## config.mk

```make
export PLATFORM = sky130hd
export DESIGN_NAME = sram_rr_arbiter
export DESIGN_NICKNAME = d
export VERILOG_FILES = /design/src/rtl/sram_rr_arbiter.sv
export SDC_FILE = /design/constraint.sdc
export NUM_CORES = 1
export LEC_CHECK = 0
export BUFFER_PORTS_ARGS = -buffer_cell sky130_fd_sc_hd__buf_2
export CORE_AREA = 2 2 89 91
export CTS_CLUSTER_DIAMETER = 80
export DETAILED_ROUTE_END_ITERATION = 10
export DIE_AREA = 0 0 91 93
export PLACE_DENSITY = 0.59
export REMOVE_ABC_BUFFERS = 1
export SETUP_SLACK_MARGIN = 0.05
export SYNTH_ARGS = -nofsm -noshare
export SYNTH_HDL_FRONTEND = slang
export SYNTH_SLANG_ARGS = --single-unit
export TNS_END_PERCENT = 30
```

## constraint.sdc

```tcl
create_clock -name i_clk -period 3 [get_ports i_clk]
set_input_delay 0.15 -clock i_clk [delete_from_list [all_inputs] [get_ports i_clk]]
set_output_delay 0.15 -clock i_clk [all_outputs]
set_load 0.01 [all_outputs]
```

## src/rtl/sram_rr_arbiter.sv

```systemverilog
// Two-requester round-robin arbiter in front of a single-port SRAM with a registered read port.
// Supports per-requester exclusive locks for read-modify-write, bounded by a timeout.
module sram_rr_arbiter #(
    parameter int DATA_WIDTH = 32,
    parameter int ADDR_WIDTH = 8,
    parameter int LOCK_MAX   = 16
) (
    input  logic                  i_clk,
    input  logic                  i_rst,
    input  logic                  i_a_req,
    input  logic                  i_a_we,
    input  logic                  i_a_lock,
    input  logic [ADDR_WIDTH-1:0] i_a_addr,
    input  logic [DATA_WIDTH-1:0] i_a_wdata,
    output logic                  o_a_gnt,
    output logic                  o_a_rvalid,
    output logic [DATA_WIDTH-1:0] o_a_rdata,
    input  logic                  i_b_req,
    input  logic                  i_b_we,
    input  logic                  i_b_lock,
    input  logic [ADDR_WIDTH-1:0] i_b_addr,
    input  logic [DATA_WIDTH-1:0] i_b_wdata,
    output logic                  o_b_gnt,
    output logic                  o_b_rvalid,
    output logic [DATA_WIDTH-1:0] o_b_rdata,
    output logic                  o_mem_we,
    output logic [ADDR_WIDTH-1:0] o_mem_addr,
    output logic [DATA_WIDTH-1:0] o_mem_wdata,
    input  logic [DATA_WIDTH-1:0] i_mem_rdata,
    output logic                  o_lock_err
);

    // The lock counter only ever reaches LOCK_MAX-1 before the timeout fires.
    localparam int CNT_W = (LOCK_MAX > 2) ? $clog2(LOCK_MAX) : 1;
    localparam logic [CNT_W-1:0] CNT_LAST = CNT_W'(LOCK_MAX - 1);

    typedef enum logic [1:0] {
        IDLE   = 2'd0,
        LOCK_A = 2'd1,
        LOCK_B = 2'd2
    } state_t;

    typedef enum logic {
        SIDE_A = 1'b0,
        SIDE_B = 1'b1
    } side_t;

    state_t           state_r;
    state_t           state_s;
    side_t            rr_last_r;
    side_t            rr_last_s;
    logic [CNT_W-1:0] lock_cnt_r;
    logic [CNT_W-1:0] lock_cnt_s;
    logic             a_gnt_s;
    logic             b_gnt_s;
    logic             timeout_s;
    logic             a_rvalid_r;
    logic             b_rvalid_r;
    logic             lock_err_r;

    // Grant selection, lock tracking and next-state computation.
    always_comb begin
        state_s    = state_r;
        rr_last_s  = rr_last_r;
        lock_cnt_s = lock_cnt_r;
        a_gnt_s    = 1'b0;
        b_gnt_s    = 1'b0;
        timeout_s  = 1'b0;
        case (state_r)
            IDLE: begin
                if (i_a_req && (!i_b_req || (rr_last_r == SIDE_B))) begin
                    a_gnt_s = 1'b1;
                end else if (i_b_req) begin
                    b_gnt_s = 1'b1;
                end else begin
                    a_gnt_s = 1'b0;
                    b_gnt_s = 1'b0;
                end
                if (a_gnt_s) begin
                    rr_last_s = SIDE_A;
                    if (i_a_lock) begin
                        state_s    = LOCK_A;
                        lock_cnt_s = CNT_W'(1);
                    end else begin
                        state_s = IDLE;
                    end
                end else if (b_gnt_s) begin
                    rr_last_s = SIDE_B;
                    if (i_b_lock) begin
                        state_s    = LOCK_B;
                        lock_cnt_s = CNT_W'(1);
                    end else begin
                        state_s = IDLE;
                    end
                end else begin
                    state_s = IDLE;
                end
            end
            LOCK_A: begin
                a_gnt_s = i_a_req;
                if (!i_a_lock) begin
                    state_s    = IDLE;
                    lock_cnt_s = '0;
                end else if (lock_cnt_r == CNT_LAST) begin
                    // Owner held too long: force release so B wins the next tie.
                    state_s    = IDLE;
                    lock_cnt_s = '0;
                    timeout_s  = 1'b1;
                    rr_last_s  = SIDE_A;
                end else begin
                    lock_cnt_s = lock_cnt_r + CNT_W'(1);
                end
            end
            LOCK_B: begin
                b_gnt_s = i_b_req;
                if (!i_b_lock) begin
                    state_s    = IDLE;
                    lock_cnt_s = '0;
                end else if (lock_cnt_r == CNT_LAST) begin
                    state_s    = IDLE;
                    lock_cnt_s = '0;
                    timeout_s  = 1'b1;
                    rr_last_s  = SIDE_B;
                end else begin
                    lock_cnt_s = lock_cnt_r + CNT_W'(1);
                end
            end
            default: begin
                state_s    = IDLE;
                lock_cnt_s = '0;
            end
        endcase
    end

    // SRAM port mux: the granted requester drives the macro, otherwise everything is zero.
    always_comb begin
        o_mem_we    = 1'b0;
        o_mem_addr  = '0;
        o_mem_wdata = '0;
        if (a_gnt_s) begin
            o_mem_we    = i_a_we;
            o_mem_addr  = i_a_addr;
            o_mem_wdata = i_a_wdata;
        end else if (b_gnt_s) begin
            o_mem_we    = i_b_we;
            o_mem_addr  = i_b_addr;
            o_mem_wdata = i_b_wdata;
        end else begin
            o_mem_we    = 1'b0;
            o_mem_addr  = '0;
            o_mem_wdata = '0;
        end
    end

    // State, round-robin pointer, lock counter and registered response flags.
    always_ff @(posedge i_clk) begin
        if (i_rst) begin
            state_r    <= IDLE;
            rr_last_r  <= SIDE_B;
            lock_cnt_r <= '0;
            a_rvalid_r <= 1'b0;
            b_rvalid_r <= 1'b0;
            lock_err_r <= 1'b0;
        end else begin
            state_r    <= state_s;
            rr_last_r  <= rr_last_s;
            lock_cnt_r <= lock_cnt_s;
            a_rvalid_r <= a_gnt_s & ~i_a_we;
            b_rvalid_r <= b_gnt_s & ~i_b_we;
            lock_err_r <= timeout_s;
        end
    end

    assign o_a_gnt    = a_gnt_s;
    assign o_b_gnt    = b_gnt_s;
    assign o_a_rvalid = a_rvalid_r;
    assign o_b_rvalid = b_rvalid_r;
    assign o_lock_err = lock_err_r;
    // Both requesters see the macro output; rvalid says whose it is.
    assign o_a_rdata  = i_mem_rdata;
    assign o_b_rdata  = i_mem_rdata;

endmodule

```

==> Word-level counts from Yosys, hierarchy flattened <==
Index checks and enable logic that the tools add are counted.
{ "word_totals": {"out_inout_bits": 110, "wordCells": 68, "latch_bits": 0, "regBits": 10, "memories": 0, "romBits": 0, "ramBits": 0, "inputBits": 120} }
{ "classes": {"multipliers": 0, "n_mux": 40, "eq_ne": 10, "n_reduce_logical": 7, "div_mod_pow": 0, "addsub": 1, "bitwise": 4, "n_lt_le_gt_ge": 0, "shift": 0} }
{ "op_table": {"columns": ["operator", "n"], "rows": [
  ["32-bit two-way mux", 2],
  ["4-bit two-way mux", 7],
  ["1-bit two-way mux", 17],
  ["8-bit two-way mux", 2],
  ["2-bit two-way mux", 6],
  ["4-bit one-hot mux with 3 select lines", 1],
  ["3-bit != test, second input constant", 3],
  ["2-bit != test, second input constant", 4],
  ["1-bit one-hot mux with 2 select lines", 3],
  ["2-bit one-hot mux with 3 select lines", 1],
  ["6-bit AND reduction", 1],
  ["4-bit by 1-bit adder with 4-bit output, second input constant", 1],
  ["4-bit == test, second input constant", 1],
  ["1-bit one-hot mux with 3 select lines", 1],
  ["3-bit AND reduction", 1],
  ["3-bit nonzero test", 1],
  ["1-bit AND", 2],
  ["2-bit by 1-bit == test with 1-bit output, second input constant", 1],
  ["2-bit == test, second input constant", 1],
  ["2-bit zero test", 1],
  ["1-bit NOT", 2],
  ["1-bit logical AND", 1],
  ["1-bit zero test", 1],
  ["1-bit logical OR", 1]
]} }

==> Logic depth before layout (Yosys ltp) <==
{ "depth": {"depth_word": 8, "depth_mapped": 7, "depth_no_buf": 6} }

==> Worst setup path before layout <==
OpenSTA, ideal clock, no wires.
{ "synth_path": {"path_type": "register to output", "from": "register state_r[0]", "to": "output port o_mem_addr[0]", "required_time_ns": 2.850, "t_arrival_ns": 1.531, "path_buffers": 2, "stages_incl_launch_ff": 8, "setup_slack_ns": 1.319, "cell_sequence": "dfxtp_1 > inv_1 > ha_1 > a21o_1 > and2_1 > buf_2 > buf_6 > a22o_1"} }
{ "synth_between": {"word_cells_on_any_way": 7, "classes_between": "2 x eq/ne; 4 x mux; 1 x reduce/logical"} }
{ "synth_lines": {"columns": ["element", "line", "source"], "rows": [
  ["from (decl)", "48", "state_t state_r;"],
  ["from (signal assigned)", "165", "state_r <= state_s;"],
  ["2-bit by 1-bit == test with 1-bit output or 2-bit zero test (tied branches)", "69", "case (state_r)"],
  ["1-bit one-hot mux with 2 select lines *", "69", null],
  ["via o_a_gnt", "15", "output logic o_a_gnt,"],
  ["8-bit two-way mux *", "140", "if (a_gnt_s) begin"],
  ["to (decl)", "27", "output logic [ADDR_WIDTH-1:0] o_mem_addr,"]
]} }
The timed path passes the listed nets; every way through them passes the cells marked *.

==> Worst setup path in the final report <==
{ "layout_path": {"from": "register state_r[1]", "to": "output port o_mem_wdata[26]"} }
{ "layout_between": {"elab_chain_cells": 4, "word_cells_on_any_way": 7, "classes_between": "2 x eq/ne; 4 x mux; 1 x reduce/logical"} }
{ "layout_lines": {"columns": ["element", "line", "source"], "rows": [
  ["2-bit == test or 2-bit zero test (tied branches)", "69", null],
  ["1-bit one-hot mux with 2 select lines", "69", null],
  ["32-bit two-way mux", "144", "end else if (b_gnt_s) begin"],
  ["32-bit two-way mux *", "140", null],
  ["to (decl)", "28", "output logic [DATA_WIDTH-1:0] o_mem_wdata,"]
]} }
Every way passes the cells marked *; elsewhere a longest branch is shown, timed or not.

==> run summary <==
result of the run - finished clean
later-pin clock latency in the skew report - 0.24 ns
Remaining DRCs - 0
static leakage - 0.000993 uW
Horiz. Die Dim - 91 um
vias per inst - 5.08
kind of capture point of the worst setup path - output pin
Netlist cell types - 36
DP Worst Slack - 0.833 ns
share of Yosys cell area claimed by the top area cell type - 0.314
Hold WS - 0.0854 ns
GRT overflow - 0
area of the die - 8460 um^2
Root Buffer Master - sky130_fd_sc_hd__clkbuf_8
flip-flop and latch count after synthesis - 10
leading cell types in the layout, fill and taps excluded - 133 x sky130_fd_sc_hd__buf_2, 41 x sky130_fd_sc_hd__a22o_1, 10 x sky130_fd_sc_hd__dfxtp_1
netlist area before placement - 1530 um^2
Starting Density - 0.203
transition time at the pin with the least slew margin - 0.534 ns
final core area utilization - 0.247
Final ANT Viol Nets - 0
kind of start point of the critical path - flip-flop
final-stage net count - 380
number of vias in the routed layout - 1807
I/O Pins - 230
period utilisation layout - 0.806
Period minus WS final - 2.42 ns
final routed wirelength across all metal layers - 11300 um
critical-path cell list - inv_1 -> ha_1 -> a21boi_1 -> o21ai_1 -> a21oi_4 -> buf_12 -> a22o_1 -> buf_2
final setup margin - 0.581 ns
filler cell count - 857
antenna cells - 0
number of endpoints failing setup at the final stage - 0
Max transition margin - 0.643
total routing usage reported by global routing - 0.255
endpoint required time on the critical path - 2.85 ns
level count of the clock H-tree - 1
initial drt markers - 68
count of buffers added by post-CTS timing repair for setup - 0
TritonCTS sink count - 10
placed instance area - 1810 um^2
Yosys warning total - 0
unrepaired setup endpoints after global routing - false
maximum resistive drop on vdd - 0.219 mV
antenna violations before repair - 0
Final Wtd Congestion - 0.856
Fmax - 413 MHz
Async SR Flop Fraction - 0
critical path data arrival time - 2.27 ns
# resized after CTS - 0
maximum fanout along the worst path - 26
top_reg_cell synth - sky130_fd_sc_hd__dfxtp_1
cell row count - 32
wire length of the first global-routing pass - 14600 um
TritonCTS Buffers - 3
TritonCTS clock tree - yes
total of buffers placed on input and output ports - 133
DPL Wire Length - 9810 um
biggest area consumer among synthesized cells - sky130_fd_sc_hd__buf_4
fin. max-slew vios - 0
number of iterations in the first detailed-routing pass - 6
slowest stage delay, CP - 0.47 ns
die outline height - 93 um
signed area change from the synthesized netlist to the final layout - 21.7%
maximum number of pins on one net before global-route repair - 29
Crit Path Class - reg2out
total negative slack - 0 ns
most frequent standard cell in the layout excluding fill and tap cells - sky130_fd_sc_hd__buf_2
Final Instance Area - 1860 um^2
total of hold buffers inserted after clock tree synthesis - 0
number of enable flip-flop cells after synthesis - 0
maximum clock path buffer count - 2
vias in the first global route - 1793
proportion of synthesized chip area in sequential cells - 0.131
path type of the worst min-delay path - in2reg
largest cells by area after synthesis - sky130_fd_sc_hd__buf_4 31%, sky130_fd_sc_hd__a22o_1 23%, sky130_fd_sc_hd__dfxtp_1 13%, sky130_fd_sc_hd__ha_1 4.1%, sky130_fd_sc_hd__buf_6 2.9%
core region area - 7530 um^2
worst clock skew - 0.000547 ns
Avg Inst Size Synth - 8.10 um^2
number of failing hold endpoints at the final stage - 0
PwrDens - 365 nW/um^2
wire length per cell - 31.7 um
Worst-path clk slew - 0.05 ns
cell with the biggest individual delay on the critical path - sky130_fd_sc_hd__a21oi_4
number of cells produced by synthesis - 189
max-capacitance violation count - 0
share of post-route cells with drive strength above 1 - 0.559
## synth_stat cells (2+ instances only)
| cell | number |
|---|---|
| sky130_fd_sc_hd__a21oi_1 | 6 |
| sky130_fd_sc_hd__nor3_1 | 4 |
| sky130_fd_sc_hd__mux2i_1 | 2 |
| sky130_fd_sc_hd__buf_4 | 64 |
| sky130_fd_sc_hd__a21boi_1 | 2 |
| sky130_fd_sc_hd__a22o_1 | 41 |
| sky130_fd_sc_hd__ha_1 | 5 |
| sky130_fd_sc_hd__inv_1 | 6 |
| sky130_fd_sc_hd__o21ai_0 | 2 |
| sky130_fd_sc_hd__nor2_1 | 3 |
| sky130_fd_sc_hd__nand2_1 | 8 |
| sky130_fd_sc_hd__dfxtp_1 | 10 |
| sky130_fd_sc_hd__and2_1 | 3 |
| sky130_fd_sc_hd__buf_2 | 6 |
| sky130_fd_sc_hd__nand3_1 | 2 |
| sky130_fd_sc_hd__o21ai_1 | 2 |
| sky130_fd_sc_hd__buf_6 | 4 |
## per-stage QoR
stage                     power, uW  instances
after detailed placement        509        352
after global routing            721        356
after CTS                       690        356
after global placement          511        352
after floorplan                 308        114
final                           680        356
## logic make-up after synthesis
kind of cell | after synthesis | share of synthesized area
AOI/OAI and AO/OA | 64 | 0.338
DFF | 10 | 0.131
adders and majority gates | 5 | 0.0409
and+or+nand+nor | 27 | 0.0973
buffers and inverters | 81 | 0.380
muxes | 2 | 0.0131
## power breakdown
| group | total [uW] | internal (uW) | switching [uW] |
|---|---|---|---|
| sequential | 145 | 139 | 5.70 |
| clock | 171 | 116 | 55.9 |
| combinational | 364 | 161 | 203 |
## sequential cells by signal, summed over array words and instances, names as in the netlist
signal      count
o_b_rvalid      1
rr_last_r       1
o_lock_err      1
o_a_rvalid      1
lock_cnt_r      4
state_r         2
## routing by layer
metal / track usage / up-vias / wire [um]
li1: - / 759 / -
met1: 0.323 / 818 / 4890
met2: 0.329 / 214 / 4100
met3: 0.206 / 14 / 2030
met4: 0.0442 / 2 / 198
met5: 0.0577 / - / 55
## path summary, 6_finish.rpt
kind	start	to	slack (ns)	cells past startpoint
worst max-delay path	state_r[1]	o_mem_wdata[26]	0.58	8
worst max register to register	state_r[1]	o_a_rvalid	1.33	6
worst min register to register	lock_cnt_r[1]	lock_cnt_r[1]	0.50	2
worst min-delay path	i_a_we	o_a_rvalid	0.09	2
## cell type report
| type | instances | area (um^2) | share of cell area |
|---|---|---|---|
| clock buffer | 4 | 55.1 | 0.0296 |
| sequential | 10 | 200 | 0.108 |
| timing repair buffer | 136 | 701 | 0.376 |
| inverter | 6 | 22.5 | 0.0121 |
| tap | 102 | 128 | 0.0685 |
| multi-input combinational | 98 | 756 | 0.406 |
## critical path, delay by kind of cell, from the launching register on
kind                       cells  cell delay (ns)
AOI/OAI and AO/OA              4             0.96
buffers and inverters          3             0.47
adders and majority gates      1             0.25
DFF                            1             0.34
No activity file was read; power rests on OpenSTA's default activity.
